--- src/rtl/traffic_light_actuated_if.sv ---
// Signal bundle for the actuated traffic light controller.
// Optional pedestrian signals exist only when TLC_PED_EN is defined.
interface traffic_light_actuated_if;
   logic       side_sensor;
   logic [2:0] highway;
   logic [2:0] side_road;
   logic [2:0] phase;
`ifdef TLC_PED_EN
   logic       ped_req;
   logic       ped_walk;

   modport master (
      output side_sensor,
      output ped_req,
      input  highway,
      input  side_road,
      input  phase,
      input  ped_walk
   );

   modport slave (
      input  side_sensor,
      input  ped_req,
      output highway,
      output side_road,
      output phase,
      output ped_walk
   );
`else
   modport master (
      output side_sensor,
      input  highway,
      input  side_road,
      input  phase
   );

   modport slave (
      input  side_sensor,
      output highway,
      output side_road,
      output phase
   );
`endif
endinterface

--- src/rtl/traffic_light_actuated.sv ---
// Actuated highway/side-road traffic light controller.
// Define TLC_PED_EN to add the pedestrian walk phase.
module traffic_light_actuated #(
   parameter int CNT_W        = 5,
   parameter int HW_MIN_GREEN = 8,
   parameter int YELLOW_T     = 2,
   parameter int ALLRED_T     = 1,
   parameter int SR_MIN_GREEN = 4,
   parameter int SR_MAX_GREEN = 8
`ifdef TLC_PED_EN
   ,
   parameter int PED_T        = 5
`endif
) (
   input logic clk,
   input logic rst,
   traffic_light_actuated_if.slave bus
);

   typedef enum logic [2:0] {
      INIT_RED  = 3'd0,
      HW_GREEN  = 3'd1,
      HW_YELLOW = 3'd2,
      ALL_RED1  = 3'd3,
      SR_GREEN  = 3'd4,
      SR_YELLOW = 3'd5,
      ALL_RED2  = 3'd6,
      PED_WALK  = 3'd7
   } state_t;

   localparam logic [2:0] RED    = 3'b100;
   localparam logic [2:0] YELLOW = 3'b010;
   localparam logic [2:0] GREEN  = 3'b001;

   localparam logic [CNT_W-1:0] AR_LAST  = CNT_W'(ALLRED_T - 1);
   localparam logic [CNT_W-1:0] Y_LAST   = CNT_W'(YELLOW_T - 1);
   localparam logic [CNT_W-1:0] HW_LAST  = CNT_W'(HW_MIN_GREEN - 1);
   localparam logic [CNT_W-1:0] SRN_LAST = CNT_W'(SR_MIN_GREEN - 1);
   localparam logic [CNT_W-1:0] SRX_LAST = CNT_W'(SR_MAX_GREEN - 1);
`ifdef TLC_PED_EN
   localparam logic [CNT_W-1:0] PED_LAST = CNT_W'(PED_T - 1);
`endif

   state_t           state;
   state_t           nxt;
   logic [CNT_W-1:0] cnt;
   logic             side_req;
   logic             req;
   logic [2:0]       hw_n;
   logic [2:0]       sr_n;

`ifdef TLC_PED_EN
   logic ped_lat;
   assign req = side_req | ped_lat;
`else
   assign req = side_req;
`endif

   always_comb begin
      nxt = state;
      case (state)
         INIT_RED:  if (cnt == AR_LAST) nxt = HW_GREEN;
         HW_GREEN:  if (cnt >= HW_LAST && req) nxt = HW_YELLOW;
         HW_YELLOW: if (cnt == Y_LAST) nxt = ALL_RED1;
         ALL_RED1:  if (cnt == AR_LAST) nxt = SR_GREEN;
         SR_GREEN: begin
            if ((cnt >= SRN_LAST && !bus.side_sensor) ||
                cnt == SRX_LAST)
               nxt = SR_YELLOW;
         end
         SR_YELLOW: if (cnt == Y_LAST) nxt = ALL_RED2;
`ifdef TLC_PED_EN
         ALL_RED2: begin
            if (cnt == AR_LAST)
               nxt = ped_lat ? PED_WALK : HW_GREEN;
         end
         PED_WALK:  if (cnt == PED_LAST) nxt = ALL_RED2;
`else
         ALL_RED2:  if (cnt == AR_LAST) nxt = HW_GREEN;
`endif
         default:   nxt = INIT_RED;
      endcase
   end

   // Lamps decode from the next state so they change with the state register.
   always_comb begin
      hw_n = RED;
      sr_n = RED;
      unique case (1'b1)
         nxt == HW_GREEN:  hw_n = GREEN;
         nxt == HW_YELLOW: hw_n = YELLOW;
         nxt == SR_GREEN:  sr_n = GREEN;
         nxt == SR_YELLOW: sr_n = YELLOW;
         default: ;
      endcase
   end

   always_ff @(posedge clk or negedge rst) begin
      if (!rst) begin
         state         <= INIT_RED;
         cnt           <= '0;
         side_req      <= 1'b0;
         bus.highway   <= RED;
         bus.side_road <= RED;
         bus.phase     <= 3'd0;
`ifdef TLC_PED_EN
         ped_lat       <= 1'b0;
         bus.ped_walk  <= 1'b0;
`endif
      end else begin
         state <= nxt;
         if (nxt != state)
            cnt <= '0;
         else if (cnt != '1)
            cnt <= cnt + 1'b1;
         // Clear on entry beats a same-cycle set.
         if (nxt == SR_GREEN && state != SR_GREEN)
            side_req <= 1'b0;
         else if (bus.side_sensor && state != SR_GREEN)
            side_req <= 1'b1;
`ifdef TLC_PED_EN
         if (nxt == PED_WALK && state != PED_WALK)
            ped_lat <= 1'b0;
         else if (bus.ped_req)
            ped_lat <= 1'b1;
         bus.ped_walk <= (nxt == PED_WALK);
`endif
         bus.highway   <= hw_n;
         bus.side_road <= sr_n;
         bus.phase     <= nxt;
      end
   end

endmodule

--- src/flat_wrapper.sv ---
// flat-port wrapper written by rule: the top's interface ports become plain ports
module traffic_light_actuated_flat 
#(
   parameter int CNT_W        = 5,
   parameter int HW_MIN_GREEN = 8,
   parameter int YELLOW_T     = 2,
   parameter int ALLRED_T     = 1,
   parameter int SR_MIN_GREEN = 4,
   parameter int SR_MAX_GREEN = 8

)
  (clk, rst, bus_side_sensor, bus_highway, bus_side_road, bus_phase);
  traffic_light_actuated_if bus_i ();
  input logic clk;
  input logic rst;
  input wire logic [$bits(bus_i.side_sensor)-1:0] bus_side_sensor;
  output wire logic [$bits(bus_i.highway)-1:0] bus_highway;
  output wire logic [$bits(bus_i.side_road)-1:0] bus_side_road;
  output wire logic [$bits(bus_i.phase)-1:0] bus_phase;
  assign bus_i.side_sensor = bus_side_sensor;
  assign bus_highway = bus_i.highway;
  assign bus_side_road = bus_i.side_road;
  assign bus_phase = bus_i.phase;
  traffic_light_actuated #(.CNT_W(CNT_W), .HW_MIN_GREEN(HW_MIN_GREEN), .YELLOW_T(YELLOW_T), .ALLRED_T(ALLRED_T), .SR_MIN_GREEN(SR_MIN_GREEN), .SR_MAX_GREEN(SR_MAX_GREEN)) u_core (.clk(clk), .rst(rst), .bus(bus_i));
endmodule
--- config.mk ---
export PLATFORM = sky130hd
export DESIGN_NAME = traffic_light_actuated_flat
export DESIGN_NICKNAME = d
export VERILOG_FILES = /design/src/rtl/traffic_light_actuated_if.sv /design/src/rtl/traffic_light_actuated.sv /design/src/flat_wrapper.sv
export SDC_FILE = /design/constraint.sdc
export NUM_CORES = 1
export LEC_CHECK = 0
export BUFFER_PORTS_ARGS = -buffer_cell sky130_fd_sc_hd__buf_2
export CORE_AREA = 2 2 45 47
export DETAILED_ROUTE_END_ITERATION = 12
export DIE_AREA = 0 0 47 49
export GPL_TIMING_DRIVEN = 0
export HOLD_SLACK_MARGIN = 0.06
export PLACE_DENSITY = 0.7
export REMOVE_ABC_BUFFERS = 1
export SLEW_MARGIN = 20
export SYNTH_ARGS = -nofsm -noshare
export SYNTH_HDL_FRONTEND = slang
export SYNTH_SLANG_ARGS = --single-unit
--- constraint.sdc ---
create_clock -name clk -period 5.2 [get_ports clk]
set_input_delay 0.26 -clock clk [delete_from_list [all_inputs] [get_ports clk]]
set_output_delay 0.26 -clock clk [all_outputs]
set_load 0.02 [all_outputs]
Word level (Yosys, flattened, before mapping)
Index checks and enable logic that the tools add are counted.
{"block": "op_classes", "muxes": 13, "n_eq_ne": 15, "n_reduce_logical": 11, "add_sub_neg": 1, "magnitude_cmp": 2}
{"cell": "3-bit 2-to-1 mux", "n": 6}
{"cell": "3-bit case mux with 6 select lines", "n": 1}
{"cell": "3-bit == test, second input constant", "n": 5}
{"cell": "3-bit case mux with 2 select lines", "n": 2}
{"cell": "5-bit 2-to-1 mux", "n": 2}
{"cell": "3-bit by 2-bit == test with 1-bit output, second input constant", "n": 3}
{"cell": "3-bit by 1-bit == test with 1-bit output, second input constant", "n": 2}
{"cell": "5-bit by 1-bit adder with 5-bit output, second input constant", "n": 1}
{"cell": "5-bit by 1-bit == test with 1-bit output, second input constant", "n": 1}
{"cell": "5-bit by 3-bit == test with 1-bit output, second input constant", "n": 1}
{"cell": "5-bit by 2-bit >= comparator with 1-bit output, second input constant", "n": 1}
{"cell": "5-bit by 3-bit >= comparator with 1-bit output, second input constant", "n": 1}
{"cell": "5-bit zero test", "n": 1}
{"cell": "5-bit != test, second input constant", "n": 1}
{"cell": "1-bit logical AND", "n": 4}
{"cell": "2-bit nonzero test", "n": 2}
{"cell": "3-bit zero test", "n": 1}
{"cell": "3-bit != test", "n": 1}
{"cell": "3-bit != test, second input constant", "n": 1}
{"cell": "1-bit 2-to-1 mux", "n": 2}
{"cell": "2-bit OR reduction", "n": 1}
{"cell": "1-bit zero test", "n": 1}
{"cell": "1-bit logical OR", "n": 1}
{"block": "word_totals", "out_inout_bits": 9, "register_bits": 15, "elab_cells": 47}

Depth between registers and ports, before layout
Gate-level depths: netlist (run 1).
{"block": "logic_depth", "word_depth": 8, "ltp_mapped": 8, "depth_no_buf": 8}

Worst setup path before layout (run 1)
No wires, ideal clock.
{"block": "synth_path", "path_type": "register to register", "from": "register u_core.cnt[0]", "to": "register u_core.bus.highway[2]", "arrival_ps": 1712, "setup_slack_ps": 3405, "stages_incl_launch_ff": 8, "path_cell_list": "dfrtp_1 inv_1 ha_1 or4b_4 o21a_4 a32oi_4 o211a_4 nor2_2"}
{"block": "synth_via", "elab_chain_cells": 7, "elab_cells_between_ends": 18, "cone_classes": "order compare: 2; eq/ne: 4; mux: 8; reduce/logical: 4"}
{"item": "start, declared", "line_no": "traffic_light_actuated.sv:46", "source": "logic [CNT_W-1:0] cnt;"}
{"item": "start signal, assigned", "line_no": "traffic_light_actuated.sv:115", "source": "cnt <= cnt + 1'b1;"}
{"item": "5-bit by 2-bit >= comparator with 1-bit output", "line_no": "traffic_light_actuated.sv:67", "source": "if ((cnt >= SRN_LAST && !bus.side_sensor) ||"}
{"item": "1-bit logical AND", "line_no": "traffic_light_actuated.sv:67"}
{"item": "1-bit logical OR", "line_no": "traffic_light_actuated.sv:67"}
{"item": "3-bit 2-to-1 mux", "line_no": "traffic_light_actuated.sv:67"}
{"item": "3-bit case mux with 6 select lines (*)", "line_no": "traffic_light_actuated.sv:61", "source": "case (state)"}
{"item": "3-bit by 2-bit == test with 1-bit output / 3-bit by 1-bit == test with 1-bit output (equally long branches)", "line_no": "traffic_light_actuated.sv:91, traffic_light_actuated.sv:90"}
{"item": "3-bit case mux with 2 select lines (*)", "line_no": "traffic_light_actuated.sv:89", "source": "unique case (1'b1)"}
{"item": "net u_core.hw_n[2]", "line_no": "traffic_light_actuated.sv:49", "source": "logic [2:0] hw_n;"}
{"item": "end signal, assigned", "line_no": "traffic_light_actuated.sv:128", "source": "bus.highway <= hw_n;"}
{"item": "end, declared", "line_no": "traffic_light_actuated_if.sv:39", "source": "output highway,"}
Mark *: on every way through the listed nets, which the timed path passes. The rest lies on a longest branch.
A chain may end at the register's enable or synchronous reset.

Worst setup path after layout (run 1)
{"block": "layout_path", "from": "register u_core.cnt[0]", "to": "register u_core.bus.highway[1]"}
{"block": "layout_via", "elab_chain_cells": 7, "elab_cells_between_ends": 18, "cone_classes": "order compare: 2; eq/ne: 4; mux: 8; reduce/logical: 4"}
{"item": "5-bit by 2-bit >= comparator with 1-bit output", "line_no": "traffic_light_actuated.sv:67"}
{"item": "1-bit logical AND", "line_no": "traffic_light_actuated.sv:67"}
{"item": "1-bit logical OR", "line_no": "traffic_light_actuated.sv:67"}
{"item": "3-bit 2-to-1 mux", "line_no": "traffic_light_actuated.sv:67"}
{"item": "3-bit case mux with 6 select lines (*)", "line_no": "traffic_light_actuated.sv:61"}
{"item": "net u_core.nxt[2]", "line_no": "traffic_light_actuated.sv:45", "source": "state_t nxt;"}
{"item": "3-bit by 2-bit == test with 1-bit output / 3-bit by 1-bit == test with 1-bit output (equally long branches)", "line_no": "traffic_light_actuated.sv:91, traffic_light_actuated.sv:90"}
{"item": "3-bit case mux with 2 select lines (*)", "line_no": "traffic_light_actuated.sv:89"}
{"item": "net u_core.hw_n[1]", "line_no": "traffic_light_actuated.sv:49"}
Marked as above.

==> impl_metrics.toml, run 1 <==
[sta]
clock_skew_ns = 0.00135
fin_setup_tns_ns = 0
layout_min_cycle_time_ns = 2.04
setup_violations = 0
tightestPinTransition_ns = 0.541
max_freq_mhz = 489
final-hold-violation-count = 0
rsz0062_at_grt = "false"
relSlewSlack = 0.634
maxSlewViolCount = 0
finalCritPeriodShare = 0.393

[grt]
grt_first_pass_wirelength_um = 2950
first_global_vias = 652
grt_overflow = 0
largest_net_degree_at_the_start_of_global_routing = 16
number_of_antenna_violations_at_the_first_check_in_global_routing = 0
track_usage = 0.177

[clock_network]
cts.reportedPaths.clkPinSlew_ns = 0.08
clock_tree_from_tritoncts = "built"
cts_buffers = 3
cts_sinks = 15
clock-root-buffer = "sky130_fd_sc_hd__clkbuf_4"
clockBufferDepth = 2
ctsHtreeMaxLevel = 1
cts_resized = 0
worstSkewPairLatency_ns = 0.27
cts_setup_buffers = 0
hold_buffer_count_at_cts = 1

[cells_and_area]
stdcell_count = 127
num-fill-cells = 182
post-route-util = 0.541
final_layout_size_suffix_gt1_frac = 0.240
diodes = 0
postLayoutCellArea_sq_um = 997
syn_to_final_growth_pct = 11.8
num-nets-final = 108

[detailed_routing]
vias_per_cell = 5.16
remaining_design_rule_violation_count = 0
total_detailed_routing_wirelength_um = 1610
route.antenna.remaining_nets = 0
drt-pass1-iter-count = 4
via_count = 655
wl_per_cell_um = 12.7
drtIter0Drc = 15

[placed_design]
place.detailed.hpwl_um = 1240
port_buffers = 11
gp_congestion = 0.884
placed_cells = 122
placedInstanceArea_sq_um = 961

[yosys]
yosys.area.top_type_share = 0.365
yosys_register_bits = 15
synth.area.mux_share = 0.0224
synth_top_cells_by_area = "sky130_fd_sc_hd__dfrtp_1 (36%), sky130_fd_sc_hd__dfstp_2 (5.9%), sky130_fd_sc_hd__ha_1 (5.6%), sky130_fd_sc_hd__nor2_1 (3.8%), sky130_fd_sc_hd__inv_1 (3.4%)"
synthSimpleGateAreaFrac = 0.191
post_synth.cell_area_avg_sq_um = 10.3
post_synth_instance_area_sq_um = 892
synth_top_area_cell = "sky130_fd_sc_hd__dfrtp_1"
ys_dominant_reg_cell = "sky130_fd_sc_hd__dfrtp_1"
synth_top_family_by_area = "compound AO/OA/AOI/OAI gates"
synth-async-reset-ratio = 1.00
synth_enable_flop_cells = 0
synthTopCellsByCount = "sky130_fd_sc_hd__dfrtp_1 (13), sky130_fd_sc_hd__nor2_1 (9), sky130_fd_sc_hd__inv_1 (8)"
ys.warnings.count = 0
synthXorXnorAreaFrac = 0.0393
synthAdderAreaFrac = 0.0561
syn-instance-count = 87
synth.most_common_cell = "sky130_fd_sc_hd__dfrtp_1"
fraction_of_the_yosys_area_taken_by_sequential_cells = 0.424
synth_cell_type_count = 41
synth_area_in_compound_gates = 0.212

[floorplanning]
placementRows = 16
design.core.area_sq_mm = 0.00184
die_height_um = 49
boundaryPins = 12
floorplan.die.width_um = 47
start_util = 0.484
design.die.area_sq_mm = 0.00230

[power_and_ir_drop]
power_report.internal_total_mw = 0.363
p_seq_frac = 0.336
power.combinational.fraction = 0.570
vdd_ir_drop_max_mv = 0.381
power_switching_share = 0.458
power.switching_mw = 0.307
total_leakage_power_nw = 0.465
clkPwrFrac = 0.095
power_density_over_the_cells_mw_per_mm2 = 671

[critical_path]
ff2ff_setup_slack_ns = 3.16
cp-end-kind = "flop"
timing.critical_path.from_type = "flop"
reg2reg_to = "u_core.bus.highway[1]$_DFF_PN0_"
worstPathArrival_ns = 2.20
timing.rr.start = "u_core.cnt[0]$_DFFE_PN0P_"
reg2regPathDepth = 7
critPathRequiredTime_ns = 5.35
worst-path-max-fanout = 7
path_class = "flop to flop"
worstSetupStartpoint = "u_core.cnt[0]$_DFFE_PN0P_"

[worst_hold_path]
holdPathEnd = "u_core.req$_DFFE_PN0P_"
hold_path_class = "primary input to flop"
min_delay_path_depth = 3
holdCritStartpoint = "bus_side_sensor"

[status]
outcome = "completed"

[run]
drv_cap = 0
==> per-layer routing <==
layer  up-vias  wire, um  track usage
li1        331         -            -
met1       313       755        0.255
met2        11       798        0.258
met3         0        60       0.0667
met4         0         0       0.0278
met5         -         0            0
==> sequential cells by signal (all words and copies together) (netlist names) <==
register	flops
u_core.bus.highway	3
u_core.bus.phase	3
u_core.bus.side_road	3
u_core.cnt	5
u_core.req	1
==> cell usage in the layout, fill, tap and decap left out, types with 2 or more instances in the layout <==
cell type / Yosys / routed
sky130_fd_sc_hd__ha_1: 4 / 4
sky130_fd_sc_hd__nor2b_1: 4 / 4
sky130_fd_sc_hd__nor2_1: 9 / 9
sky130_fd_sc_hd__clkbuf_4: 0 / 3
sky130_fd_sc_hd__inv_1: 8 / 8
sky130_fd_sc_hd__a21oi_1: 4 / 4
sky130_fd_sc_hd__mux2i_1: 2 / 2
sky130_fd_sc_hd__buf_2: 1 / 11
sky130_fd_sc_hd__dfstp_2: 2 / 2
sky130_fd_sc_hd__xnor2_1: 2 / 2
sky130_fd_sc_hd__xor2_1: 2 / 2
sky130_fd_sc_hd__nand2_1: 4 / 4
sky130_fd_sc_hd__o21ai_0: 4 / 4
sky130_fd_sc_hd__dfrtp_1: 13 / 13
==> worst max-delay path, cell delays in order, from the launching register on <==
cell and delay, ns:
sky130_fd_sc_hd__dfrtp_1 0.46, sky130_fd_sc_hd__inv_1 0.09, sky130_fd_sc_hd__ha_1 0.16, sky130_fd_sc_hd__nor4b_1 0.46
sky130_fd_sc_hd__o21ai_0 0.14, sky130_fd_sc_hd__a21oi_1 0.26, sky130_fd_sc_hd__inv_1 0.10, sky130_fd_sc_hd__nor4_2 0.25
==> metrics by stage <==
| step | setup slack, ns | power [mW] | hold WS (ns) |
|---|---|---|---|
| floorplan | 3.41 | 0.521 | -0.0356 |
| global placement | 3.18 | 0.604 | 0.169 |
| CTS | 3.16 | 0.676 | 0.274 |
| global route | 2.89 | 0.740 | 0.284 |
| finish | 3.16 | 0.670 | 0.278 |
| detailed placement | 3.18 | 0.610 | 0.171 |
==> worst max path at each step <==
stage | to | cells after the start | slack [ns]
after floorplan | u_core.bus.highway[2]$_DFF_PN1_ | 7 | 3.41
after global placement | u_core.bus.highway[1]$_DFF_PN0_ | 7 | 3.18
after detailed placement | u_core.bus.highway[2]$_DFF_PN1_ | 8 | 3.18
after CTS | u_core.bus.highway[1]$_DFF_PN0_ | 7 | 3.16
after global routing | u_core.bus.highway[1]$_DFF_PN0_ | 7 | 2.89
final | u_core.bus.highway[1]$_DFF_PN0_ | 7 | 3.16
==> cell type report <==
cell class              instances  area, sq um  share of cell area
repair buffers                 12         65.1              0.0652
clock buffers                   4         26.3              0.0263
multi-input cells              61          464               0.465
inverters                       8         30.0              0.0301
flip-flops and latches         15          378               0.379
well taps                      27         33.8              0.0339
==> power by group through the flow <==
stage / clock network [mW] / registers, mW / logic, mW
6_report: 0.0633 / 0.225 / 0.381
2_1_floorplan: 0 / 0.251 / 0.270
4_1_cts: 0.0652 / 0.225 / 0.386
3_5_place_dp: 0 / 0.227 / 0.383
3_3_place_gp: 0 / 0.226 / 0.379
5_1_grt: 0.0710 / 0.236 / 0.433
==> cells by family (layout without fill, tap and decap cells) <==
family          count (synthesis)  in the layout
simple gates                   29             29
compound gates                 22             22
flops                          15             15
buf+inv                        11             24
fa+ha+maj                       4              4
xor+xnor                        4              4
mux                             2              2
(Power assumes the default switching activity.)
==> run 2: changes to the inputs <==
--- a/config.mk
+++ b/config.mk
@@ -5,10 +5,11 @@
 export SDC_FILE = /design/constraint.sdc
 export NUM_CORES = 1
 export LEC_CHECK = 0
+export ABC_AREA = 1
 export BUFFER_PORTS_ARGS = -buffer_cell sky130_fd_sc_hd__buf_2
-export CORE_AREA = 2 2 45 47
+export CORE_AREA = 2 2 46 48
 export DETAILED_ROUTE_END_ITERATION = 12
-export DIE_AREA = 0 0 47 49
+export DIE_AREA = 0 0 48 50
 export GPL_TIMING_DRIVEN = 0
 export HOLD_SLACK_MARGIN = 0.06
 export PLACE_DENSITY = 0.7
==> constraint.sdc (replaced) <==
create_clock -name clk -period 2.05 [get_ports clk]
set_input_delay 0.1025 -clock clk [delete_from_list [all_inputs] [get_ports clk]]
set_output_delay 0.1025 -clock clk [all_outputs]
set_load 0.02 [all_outputs]
==> run 2 against run 1 <==
Design area is 5.9% higher. Wire length shrank 0.43%. Combinational power is 150% higher. Synthesized cell count is 44% higher. Register-to-register slack lost 2.9 ns. Via count grew 15%. Setup slack worse by 2.9 ns. Largest power group unchanged. Die area rose by 4.2%. Global-route usage down 2.0 points. Clock skew about the same.
==> impl_metrics.toml, run 2 <==
[status]
outcome = "completed"

[placed_design]
place.detailed.hpwl_um = 1280
port_buffers = 11
gp_congestion = 0.822

[yosys]
synth_cell_type_count = 23
post_synth.cell_area_avg_sq_um = 7.57
ys_dominant_reg_cell = "sky130_fd_sc_hd__dfrtp_1"
synthTopCellsByCount = "sky130_fd_sc_hd__nand2_1 (31), sky130_fd_sc_hd__inv_1 (20), sky130_fd_sc_hd__nor2_1 (15), sky130_fd_sc_hd__dfrtp_1 (13), sky130_fd_sc_hd__nand3_1 (12)"
yosys_register_bits = 15
fraction_of_the_yosys_area_taken_by_sequential_cells = 0.399
synth_top_area_cell = "sky130_fd_sc_hd__dfrtp_1"
synth_top_cells_by_area = "sky130_fd_sc_hd__dfrtp_1 (34%), sky130_fd_sc_hd__nand2_1 (12%), sky130_fd_sc_hd__inv_1 (7.9%), sky130_fd_sc_hd__nand3_1 (6.3%), sky130_fd_sc_hd__nor2_1 (6.0%)"
yosys.area.top_type_share = 0.344
syn-instance-count = 125
post_synth_instance_area_sq_um = 946
synth-async-reset-ratio = 1.00
ys.warnings.count = 0
synth_enable_flop_cells = 0
synth.most_common_cell = "sky130_fd_sc_hd__nand2_1"

[floorplanning]
floorplan.die.width_um = 48
die_height_um = 50
start_util = 0.497
placementRows = 16
design.core.area_sq_mm = 0.00190
design.die.area_sq_mm = 0.00240
boundaryPins = 12

[run]
drv_cap = 0

[cells_and_area]
mostFrequentLayoutCell = "sky130_fd_sc_hd__nand2_1"
diodes = 0
syn_to_final_growth_pct = 11.6
largest-register = "u_core.cnt"
top_library_cells_by_usage_in_the_layout_fill_and_taps_aside = "sky130_fd_sc_hd__nand2_1 (31), sky130_fd_sc_hd__inv_1 (20), sky130_fd_sc_hd__nor2_1 (15), sky130_fd_sc_hd__dfrtp_1 (13), sky130_fd_sc_hd__nand3_1 (12)"
num-nets-final = 147
final_layout_size_suffix_gt1_frac = 0.237
post-route-util = 0.555
number_of_flip_flops_under_the_largest_register_name = 5

[critical_path]
critPathSlowestCell = "sky130_fd_sc_hd__dfrtp_1"
worst-path-max-fanout = 6
critical_path.cell_chain = "inv_1, ha_1, inv_1, nor2_4, nand2_2, nand2_1, nand2_1, inv_2, nor2_4, nand4_1, nand2_4, nor2_2"
critical-path-top-delay-family = "simple AND/OR/NAND/NOR gates"
path_class = "flop to flop"
max_stage_delay_ns = 0.45
critPathRequiredTime_ns = 2.22
timing.critical_path.from_type = "flop"
cp_num_buf_inv = 3
cp-end-kind = "flop"
worstPathArrival_ns = 1.93

[grt]
number_of_antenna_violations_at_the_first_check_in_global_routing = 0
track_usage = 0.157
grt_first_pass_wirelength_um = 2730
grt_overflow = 0
first_global_vias = 662
largest_net_degree_at_the_start_of_global_routing = 16

[clock_network]
clockBufferDepth = 2
cts_buffers = 3
ctsHtreeMaxLevel = 1
cts_sinks = 15
cts.reportedPaths.clkPinSlew_ns = 0.08
clock_tree_from_tritoncts = "built"
cts_resized = 0
clock-root-buffer = "sky130_fd_sc_hd__clkbuf_4"
worstSkewPairLatency_ns = 0.28

[detailed_routing]
total_detailed_routing_wirelength_um = 1610
vias_per_cell = 4.52
drtIter0Drc = 20
drt-pass1-iter-count = 4
dr_wl_met2_um = 768
via_count = 750
met1Wirelength_um = 789
remaining_design_rule_violation_count = 0
wl_per_cell_um = 9.68
route.antenna.remaining_nets = 0
highest_layer = "met4"
routed-wl-met3_um = 36

[sta]
max_freq_mhz = 570
finalHoldWorstSlack_ns = 0.187
finalCritPeriodShare = 0.856
rsz0062_at_grt = "false"
setup_violations = 0
maxSlewViolCount = 0
clock_skew_ns = 0.00110
relSlewSlack = 0.774
fin_setup_tns_ns = 0
final-hold-violation-count = 0
layout_min_cycle_time_ns = 1.76
tightestPinTransition_ns = 0.337

[worst_hold_path]
hold_path_class = "primary input to flop"

[power_and_ir_drop]
p_seq_frac = 0.317
total_leakage_power_nw = 0.601
vdd_ir_drop_max_mv = 0.819
power_report.internal_total_mw = 0.805
power_density_over_the_cells_mw_per_mm2 = 1540
power.combinational.fraction = 0.584
post-layout-total-power_mw = 1.63
power.switching_mw = 0.821
power_switching_share = 0.505
clkPwrFrac = 0.099
## run 2: logic make-up (layout without fill, tap and decap cells)
logic type | count (synthesis) | count (layout) | share of synthesized area
flops | 15 | 15 | 0.399
compound gates | 5 | 5 | 0.0304
xor+xnor | 3 | 3 | 0.0278
buf+inv | 25 | 39 | 0.108
fa+ha+maj | 4 | 4 | 0.0529
simple gates | 73 | 73 | 0.381
## run 2: worst paths after layout
check	depth (start not counted)	slack, ns	to	startpoint
max in group asynchronous	2	1.52	u_core.bus.side_road[2]$_DFF_PN1_	rst
max reg2reg	12	0.29	u_core.cnt[2]$_DFFE_PN0P_	u_core.cnt[0]$_DFFE_PN0P_
min in group asynchronous	2	0.24	u_core.cnt[1]$_DFFE_PN0P_	rst
min reg2reg	2	0.54	u_core.req$_DFFE_PN0P_	u_core.req$_DFFE_PN0P_
min	5	0.19	u_core.req$_DFFE_PN0P_	bus_side_sensor
max	12	0.29	u_core.cnt[2]$_DFFE_PN0P_	u_core.cnt[0]$_DFFE_PN0P_
## run 2: worst register-to-register path, cell delays in order (launching register included)
cell and delay, ns:
sky130_fd_sc_hd__dfrtp_1 0.45, sky130_fd_sc_hd__inv_1 0.07, sky130_fd_sc_hd__ha_1 0.19, sky130_fd_sc_hd__inv_1 0.09, sky130_fd_sc_hd__nor2_4 0.03, sky130_fd_sc_hd__nand2_2 0.12, sky130_fd_sc_hd__nand2_1 0.08, sky130_fd_sc_hd__nand2_1 0.10
sky130_fd_sc_hd__inv_2 0.05, sky130_fd_sc_hd__nor2_4 0.12, sky130_fd_sc_hd__nand4_1 0.14, sky130_fd_sc_hd__nand2_4 0.16, sky130_fd_sc_hd__nor2_2 0.05
## run 2: final cells by class
cell class                 instances  area [sq um]
tap                               27          33.8
timing repair buffer              12          65.1
clock inverter                     1          5.00
multi-input combinational         85           465
sequential                        15           378
fill                             185           846
inverter                          23          86.3
clock buffer                       3          22.5
## run 2: per-stage QoR
step	worst slack (ns)	cells	instance area [sq um]
after floorplan	0.465	123	930
after global placement	0.324	161	1020
after detailed placement	0.294	161	1020
after CTS	0.273	166	1060
after global routing	0.113	166	1060
final	0.295	166	1060
## run 2: repair_timing
| item | in CTS | in global routing |
|---|---|---|
| hold endpoints to repair | 15 | 0 |
| hold buffers | 1 | 0 |
| setup buffers | 0 | 0 |
## run 2: power by group through the flow
stage | Combinational, mW | Sequential [mW] | Clock (mW)
2_1_floorplan | 0.657 | 0.596 | 0
3_3_place_gp | 0.934 | 0.515 | 0
3_5_place_dp | 0.956 | 0.519 | 0
4_1_cts | 0.959 | 0.515 | 0.168
5_1_grt | 1.07 | 0.538 | 0.181
6_report | 0.949 | 0.516 | 0.161
## run 2: metal layers
layer / up-vias / track usage
li1: 408 / -
met4: 0 / 0.0676
met2: 8 / 0.233
met3: 2 / 0.0110
met1: 332 / 0.228
met5: - / 0
